File: config.mk
export PLATFORM = sky130hd
export DESIGN_NAME = ibuf_offset_cal
export DESIGN_NICKNAME = d
export VERILOG_FILES = /design/src/rtl/ibuf_offset_cal.sv
export SDC_FILE = /design/constraint.sdc
export NUM_CORES = 1
export LEC_CHECK = 0
export BUFFER_PORTS_ARGS = -buffer_cell sky130_fd_sc_hd__buf_2
export CAP_MARGIN = 0
export CORE_UTILIZATION = 57
export DETAILED_ROUTE_END_ITERATION = 7
export PLACE_DENSITY = 0.78
export RECOVER_POWER = 50
export SLEW_MARGIN = 0
export SYNTH_ARGS = -nofsm -noshare
export SYNTH_HDL_FRONTEND = slang
export SYNTH_SLANG_ARGS = --single-unit
File: constraint.sdc
create_clock -name clk -period 4.46 [get_ports clk]
set_input_delay 0.892 -clock clk [delete_from_list [all_inputs] [get_ports clk]]
set_output_delay 0.892 -clock clk [all_outputs]
set_load 0.03 [all_outputs]
File: src/rtl/ibuf_offset_cal.sv
// ibuf_offset_cal: offset-calibration sequencer for one differential input buffer.
//   Sweeps the sign-magnitude offset code -7..+7 and latches the first code whose synchronised
//   buffer output is majority-high over SAMPLE_CYCLES samples.
//   Ports: clk, rst_n (async active-low), start, o_buf (async) -> osc, osc_en, busy, done,
//   fail, cal_code. Optional IBUF_OFFSET_CAL_HIST_EN adds hist_addr/hist_data, a per-code
//   ones-count readback with one cycle of read latency.
module ibuf_offset_cal #(
  parameter int SETTLE_CYCLES = 16,
  parameter int SAMPLE_CYCLES = 32,
  localparam int OW = $clog2(SAMPLE_CYCLES + 1),
  localparam int CMAX = SETTLE_CYCLES > SAMPLE_CYCLES ? SETTLE_CYCLES : SAMPLE_CYCLES,
  localparam int CW = $clog2(CMAX)
) (
`ifdef IBUF_OFFSET_CAL_HIST_EN
  input  logic [3:0]    hist_addr,
  output logic [OW-1:0] hist_data,
`endif
  input  logic          clk,
  input  logic          rst_n,
  input  logic          start,
  input  logic          o_buf,
  output logic [3:0]    osc,
  output logic [1:0]    osc_en,
  output logic          busy,
  output logic          done,
  output logic          fail,
  output logic [3:0]    cal_code
);
  typedef enum logic [2:0] {IDLE, SETTLE, SAMPLE, EVAL, DONE} state_t;
  state_t state, state_nx;
  logic s1, s2;
  logic [CW-1:0] cnt;
  logic [OW-1:0] ones;
  logic signed [3:0] code;
  logic high, settle_end, sample_end, finish;

  function automatic logic [3:0] enc(input logic signed [3:0] c);
    logic [3:0] m;
    m = c[3] ? -c : c;
    return {~c[3], m[2:0]};
  endfunction

  always_comb begin
    high = ones >= OW'(SAMPLE_CYCLES / 2);
    settle_end = cnt == CW'(SETTLE_CYCLES - 1);
    sample_end = cnt == CW'(SAMPLE_CYCLES - 1);
    finish = high || code == 4'sd7;
    state_nx = state;
    case (state)
      IDLE:    state_nx = start ? SETTLE : IDLE;
      SETTLE:  state_nx = settle_end ? SAMPLE : SETTLE;
      SAMPLE:  state_nx = sample_end ? EVAL : SAMPLE;
      EVAL:    state_nx = finish ? DONE : SETTLE;
      DONE:    state_nx = IDLE;
      default: state_nx = IDLE;
    endcase
  end

  always_ff @(posedge clk or negedge rst_n) begin
    if (!rst_n) begin
      state <= IDLE;
      s1 <= 1'b0;
      s2 <= 1'b0;
      cnt <= '0;
      ones <= '0;
      code <= '0;
      osc <= 4'b1000;
      osc_en <= 2'b00;
      busy <= 1'b0;
      done <= 1'b0;
      fail <= 1'b0;
      cal_code <= 4'b1000;
    end else begin
      state <= state_nx;
      s1 <= o_buf;
      s2 <= s1;
      done <= 1'b0;
      cnt <= ((state == SETTLE && !settle_end) || (state == SAMPLE && !sample_end)) ? cnt + 1'b1 : '0;
      if (state == SAMPLE) ones <= ones + OW'(s2);
      case (state)
        IDLE: if (start) begin
          code <= -4'sd7;
          osc <= enc(-4'sd7);
          osc_en <= 2'b11;
          busy <= 1'b1;
          fail <= 1'b0;
        end
        EVAL: begin
          ones <= '0;
          if (finish) begin
            // Fail when already high at -7 (never low) or never high by +7.
            fail <= !high || code == -4'sd7;
            cal_code <= enc(code);
          end else begin
            code <= code + 4'sd1;
            osc <= enc(code + 4'sd1);
          end
        end
        DONE: begin
          done <= 1'b1;
          busy <= 1'b0;
          osc_en <= 2'b00;
          osc <= cal_code;
        end
        default: ;
      endcase
    end
  end

`ifdef IBUF_OFFSET_CAL_HIST_EN
  logic [OW-1:0] hist [15];
  logic [3:0] hidx;
  assign hidx = code + 4'sd7;

  always_ff @(posedge clk or negedge rst_n) begin
    if (!rst_n) begin
      for (int i = 0; i < 15; i++) hist[i] <= '0;
      hist_data <= '0;
    end else begin
      if (state == IDLE && start) for (int i = 0; i < 15; i++) hist[i] <= '0;
      else if (state == EVAL) hist[hidx] <= ones;
      hist_data <= (hist_addr == 4'hf) ? '0 : hist[hist_addr];
    end
  end
`endif
endmodule

* After elaboration in Yosys (flattened, before gate mapping)
Cells that the tools add are included.
** Word-level totals
- Flip-flop bits (word level) :: 33
- Input port bits :: 4
- Output and inout bits :: 13
- Logic and storage cells :: 73
** Cells by class
- Add/subtract/negate cells :: 5
- Magnitude comparators :: 1
- Equality and inequality tests :: 11
- Mux-type cells :: 24
- Bitwise logic cells :: 2
- Reduce and logical (&&, ||, !) cells :: 18
** Operator list (count)
- 4-bit two-way mux :: 4
- 6-bit two-way mux :: 2
- 3-bit case mux with 4 select lines :: 1
- 4-bit case mux with 3 select lines :: 1
- 3-bit two-way mux :: 3
- 3-bit AND reduction :: 3
- 4-bit equality test (second input constant) :: 2
- 4-bit case mux with 2 select lines :: 1
- 6-bit by 1-bit adder with 6-bit output :: 1
- 3-bit by 2-bit equality test with 1-bit output (second input constant) :: 2
- 6-bit by 5-bit >= comparator with 1-bit output (second input constant) :: 1
- 1-bit two-way mux :: 6
- 2-bit inequality test (second input constant) :: 3
- 3-bit negator :: 2
- 2-bit nonzero test :: 3
- 5-bit by 1-bit adder with 5-bit output (second input constant) :: 1
- 5-bit by 4-bit equality test with 1-bit output (second input constant) :: 1
- 5-bit equality test (second input constant) :: 1
- 5-bit two-way mux :: 1
- 4-bit by 2-bit adder with 4-bit output (second input constant) :: 1
- 2-bit two-way mux :: 2
- 1-bit case mux with 2 select lines :: 2
- 2-bit case mux with 2 select lines :: 1
- 2-bit AND reduction :: 2
- 8 further kinds :: 14

* Logic depth before layout (Yosys ltp)
- Word-level depth :: 5
- Depth in mapped cells :: 6

* Worst setup path after synthesis
OpenSTA, ideal clock, no wires.
- Path type :: reg-to-reg
- From :: register code[0]
- To :: register osc[2]
- Setup time :: 0.126 ns
- Arrival :: 1.651 ns
- Setup slack :: 2.683 ns
- Stages on the path, launching flop included :: 6
- Path buffers :: 0
- Path through :: dfrtp_1 ha_1 and3b_4 nor4_4 nor2_2 a221o_1
** Between the ends
- Cells in the longest elaborated chain, start to end :: 5
- Elaborated cells between the ends (all ways) :: 9
** Ends and longest elaborated chain
- start: declaration :: line 34 : logic signed [3:0] code;
- start signal: assignment :: line 82 : code <= -4'sd7;
- start signal: assignment :: line 95 : code <= code + 4'sd1;
- 4-bit by 2-bit adder with 4-bit output :: line 96 : osc <= enc(code + 4'sd1);
- 3-bit negator :: line 39 : m = c[3] ? -c : c;
- 3-bit two-way mux :: line 39
- 4-bit two-way mux :: line 90 : if (finish) begin
- 4-bit case mux with 3 select lines :: line 80 : case (state)
- end signal: assignment :: line 83 : osc <= enc(-4'sd7);
- end signal: assignment :: line 96
- end signal: assignment :: line 103 : osc <= cal_code;
- end: declaration :: line 22 : output logic [3:0] osc,
Parallel ways exist; a longest one is shown, timed or not. The select of a mux whose other input is x is not followed.
A chain may end at the register's enable or synchronous reset.

* Worst setup path after layout
Ends and elaborated chain as after synthesis.

==> impl_metrics.ini <==
[critical_path]
reg2reg_setup_slack_ns = 2.49
startpoint = code[0]$_DFFE_PN0P_
worst_setup_path_start_kind = flip-flop
critPathRequiredTime_ns = 4.67
arrival_ns = 2.18
ff2ff_path_depth = 5
critPathCaptureType = flip-flop
cp_max_fo = 9
criticalPathCategory = reg -> reg
rr_endpoint = osc[2]$_DFFE_PN0P_
reg2reg_from = code[0]$_DFFE_PN0P_

[grt]
gr-total-overflow = 0
grt_antenna_before_repair = 0
track_usage_pct = 21.65
grt_pass1_vias = 1111
grt_max_degree = 32
grt_pass1_wl_um = 5092

[timing]
relSlewSlack_pct = -7.162
rsz0062_at_grt = no
fin_skew_ns = 0.007755
layout_min_cycle_time_ns = 1.968
setup_viol = 0
finalHoldViolCount = 0
final_max_slew_viol_count = 32
worstMarginPinSlew_ns = 1.607
fmax_mhz = 508.0
setup_ws_ns = 2.492
tns_ns = 0
finalCritPeriodShare_pct = 44.14

[synthesis]
syn_nets = 175
yosysWarnings = 0
synth_top_family_by_area = simple AND/OR/NAND/NOR gates
synthTopCellsByArea = dfrtp_1 (45%), ha_1 (7.0%), nor2_1 (4.9%), nand2_1 (3.7%), dfstp_2 (3.2%)
synth_edf_count = 0
syn_area_per_cell_um2 = 9.994
yosysUniqueCellTypes = 42
synthMuxAreaShare_pct = 4.173
synth_top_area_share_pct = 44.82
syn_area_um2 = 1619
yosysTopAreaCell = dfrtp_1
synth_compound_area_share_pct = 13.14
synthFlopType = dfrtp_1
synth_async_sr_flop_share_pct = 100.0
yosys.area_share.simple_pct = 20.63
synth-seq-area-share_pct = 48.07
syn_inst = 162
synth-xor-area-share_pct = 3.246
synthAdderAreaFrac_pct = 6.955
ys_ff_latch = 31

[finish]
diodes = 0
multi_input_area_um2 = 779.5
fillers = 212
area_growth_pct = 8.500
nets = 190
regArea_um2 = 778.2
postLayoutCellArea_um2 = 1757
post-route-util_pct = 67.83
drive_gt1_share_pct = 18.54

[clock_tree]
clk_pin_slew_ns = 0.10
ctsHoldBuffers = 0
cts_made_buffers = 5
cts_resized = 0
clkLatencyLatePin_ns = 0.33
cts_tree = done
cts_setup_buffers = 0
cts_htree_levels = 2
cts.path.max_buffers = 2
cts-root-buf = clkbuf_4
clock-sinks = 31

[routing]
vias = 1168
top_layer_used = met4
wl_met3_um = 110
drc_errors = 0
wl_met2_um = 1338
firstDrtPassIters = 6
drtIter0Drc = 21
final_antenna_net_count = 0
routed_wirelength_um = 2909
viasPerCell = 5.615
avgRoutedWirePerCell_um = 13.99
wl_met1_um = 1414

[job]
drv_cap = 1

[worst_hold_path]
hold_path.startpoint = s1$_DFF_PN0_
hp-class = reg -> reg
min_path_cells = 0
holdPathEnd = s2$_DFF_PN0_

[placed_design]
dpl_cell_area_um2 = 1698
gp_congestion = 0.8698
port_buffers = 16
dp_hpwl_um = 2144
dp_slack_ns = 2.483

[power]
clkPwrFrac_pct = 18.0
p_int_uw = 569.2
power_density_nw_per_um2 = 541.1
power_uw = 950.6
p_leak_uw = 0.0008439
seqPwrFrac_pct = 44.2
switching_power_uw = 381.4
ir_drop_mv = 0.4070
p_sw_share_pct = 40.12
p_comb_share_pct = 37.8

[floorplan]
row_count = 18
die_x_um = 55.30
dieArea_um2 = 3058
core_area_um2 = 2590
ios = 17
initial_core_util_pct = 62.51
die_h_um = 55.30

[run_status]
violations = max-capacitance violations, max-slew violations
outcome = finished, violations left
worst max-delay path, stage by stage, from the launching register on:
cell and delay [ns]:
dfrtp_1 0.49, ha_1 0.30, and3b_4 0.21, nor4_4 0.41, nor2_2 0.13, a221o_1 0.31
kinds of logic (layout without fill, tap and decap cells):
group | Yosys count | in the layout
xor gates and xnor gates | 6 | 6
and+or+nand+nor | 63 | 63
AOI/OAI and AO/OA | 33 | 33
buffers and inverters | 14 | 30
adders and majority gates | 9 | 9
muxes | 6 | 6
DFF | 31 | 31
final cells by class:
type / count / area share (%)
multi-input combinational: 117 / 44.37
timing repair buffer: 16 / 4.487
inverter: 6 / 1.282
sequential: 31 / 44.30
tap: 30 / 2.137
clock buffer: 7 / 3.134
clock inverter: 1 / 0.2849
per-layer routing:
layer | vias up | global-route usage [%]
met5 | - | 0
met1 | 548 | 29.28
met4 | 0 | 7.500
li1 | 588 | -
met3 | 6 | 5.386
met2 | 26 | 34.08
stage by stage:
| stage | cells | hold WS [ns] |
|---|---|---|
| final | 208 | 0.3818 |
| after CTS | 208 | 0.3820 |
| after global placement | 200 | 0.3328 |
| after detailed placement | 200 | 0.3596 |
| after global routing | 208 | 0.4011 |
| after floorplan | 162 | 0.3312 |
cells in the final DEF (no fill, tap or decap), types with 3 or more instances in the layout:
| cell type | count |
|---|---|
| inv_1 | 6 |
| nand2_1 | 16 |
| xnor2_1 | 5 |
| o21ai_1 | 5 |
| nor2_1 | 21 |
| buf_2 | 15 |
| dfrtp_1 | 29 |
| nand3_1 | 5 |
| o21ai_0 | 9 |
| mux2i_1 | 3 |
| ha_1 | 9 |
| a211oi_1 | 3 |
| clkbuf_4 | 5 |
| a21oi_1 | 5 |
| nand2b_1 | 4 |
power groups by stage:
stage               Sequential (uW)  Combinational (uW)  Clock [uW]
floorplan                       447                 257           0
global placement                418                 350           0
finish                          420                 359         172
global route                    431                 401         187
CTS                             420                 363         174
detailed placement              426                 361           0
registers in the layout, summed over array words and instances, names as in the netlist:
| name | count |
|---|---|
| ones | 6 |
| cnt | 5 |
| cal_code | 4 |
| code | 4 |
| osc | 4 |
| state | 3 |
| done | 1 |
| fail | 1 |
| osc_en | 1 |
| s1 | 1 |
| s2 | 1 |
worst max-delay path by stage:
stage                               endpoint  cells past startpoint
after global placement    osc[2]$_DFFE_PN0P_                      5
after CTS                 osc[2]$_DFFE_PN0P_                      5
final                     osc[2]$_DFFE_PN0P_                      5
after detailed placement  osc[2]$_DFFE_PN0P_                      5
after floorplan           osc[2]$_DFFE_PN0P_                      5
after global routing            s2$_DFF_PN0_                      1
synthesized netlist by cell type (3+ instances only):
master / n
nand3_1: 5
nand2b_1: 4
o21ai_1: 5
dfrtp_1: 29
inv_1: 6
xnor2_1: 5
nor2_1: 21
clkbuf_1: 5
a211oi_1: 3
a21oi_1: 5
mux2i_1: 3
ha_1: 9
nand2_1: 16
o21ai_0: 9
Power figures use the tool's default switching activity.
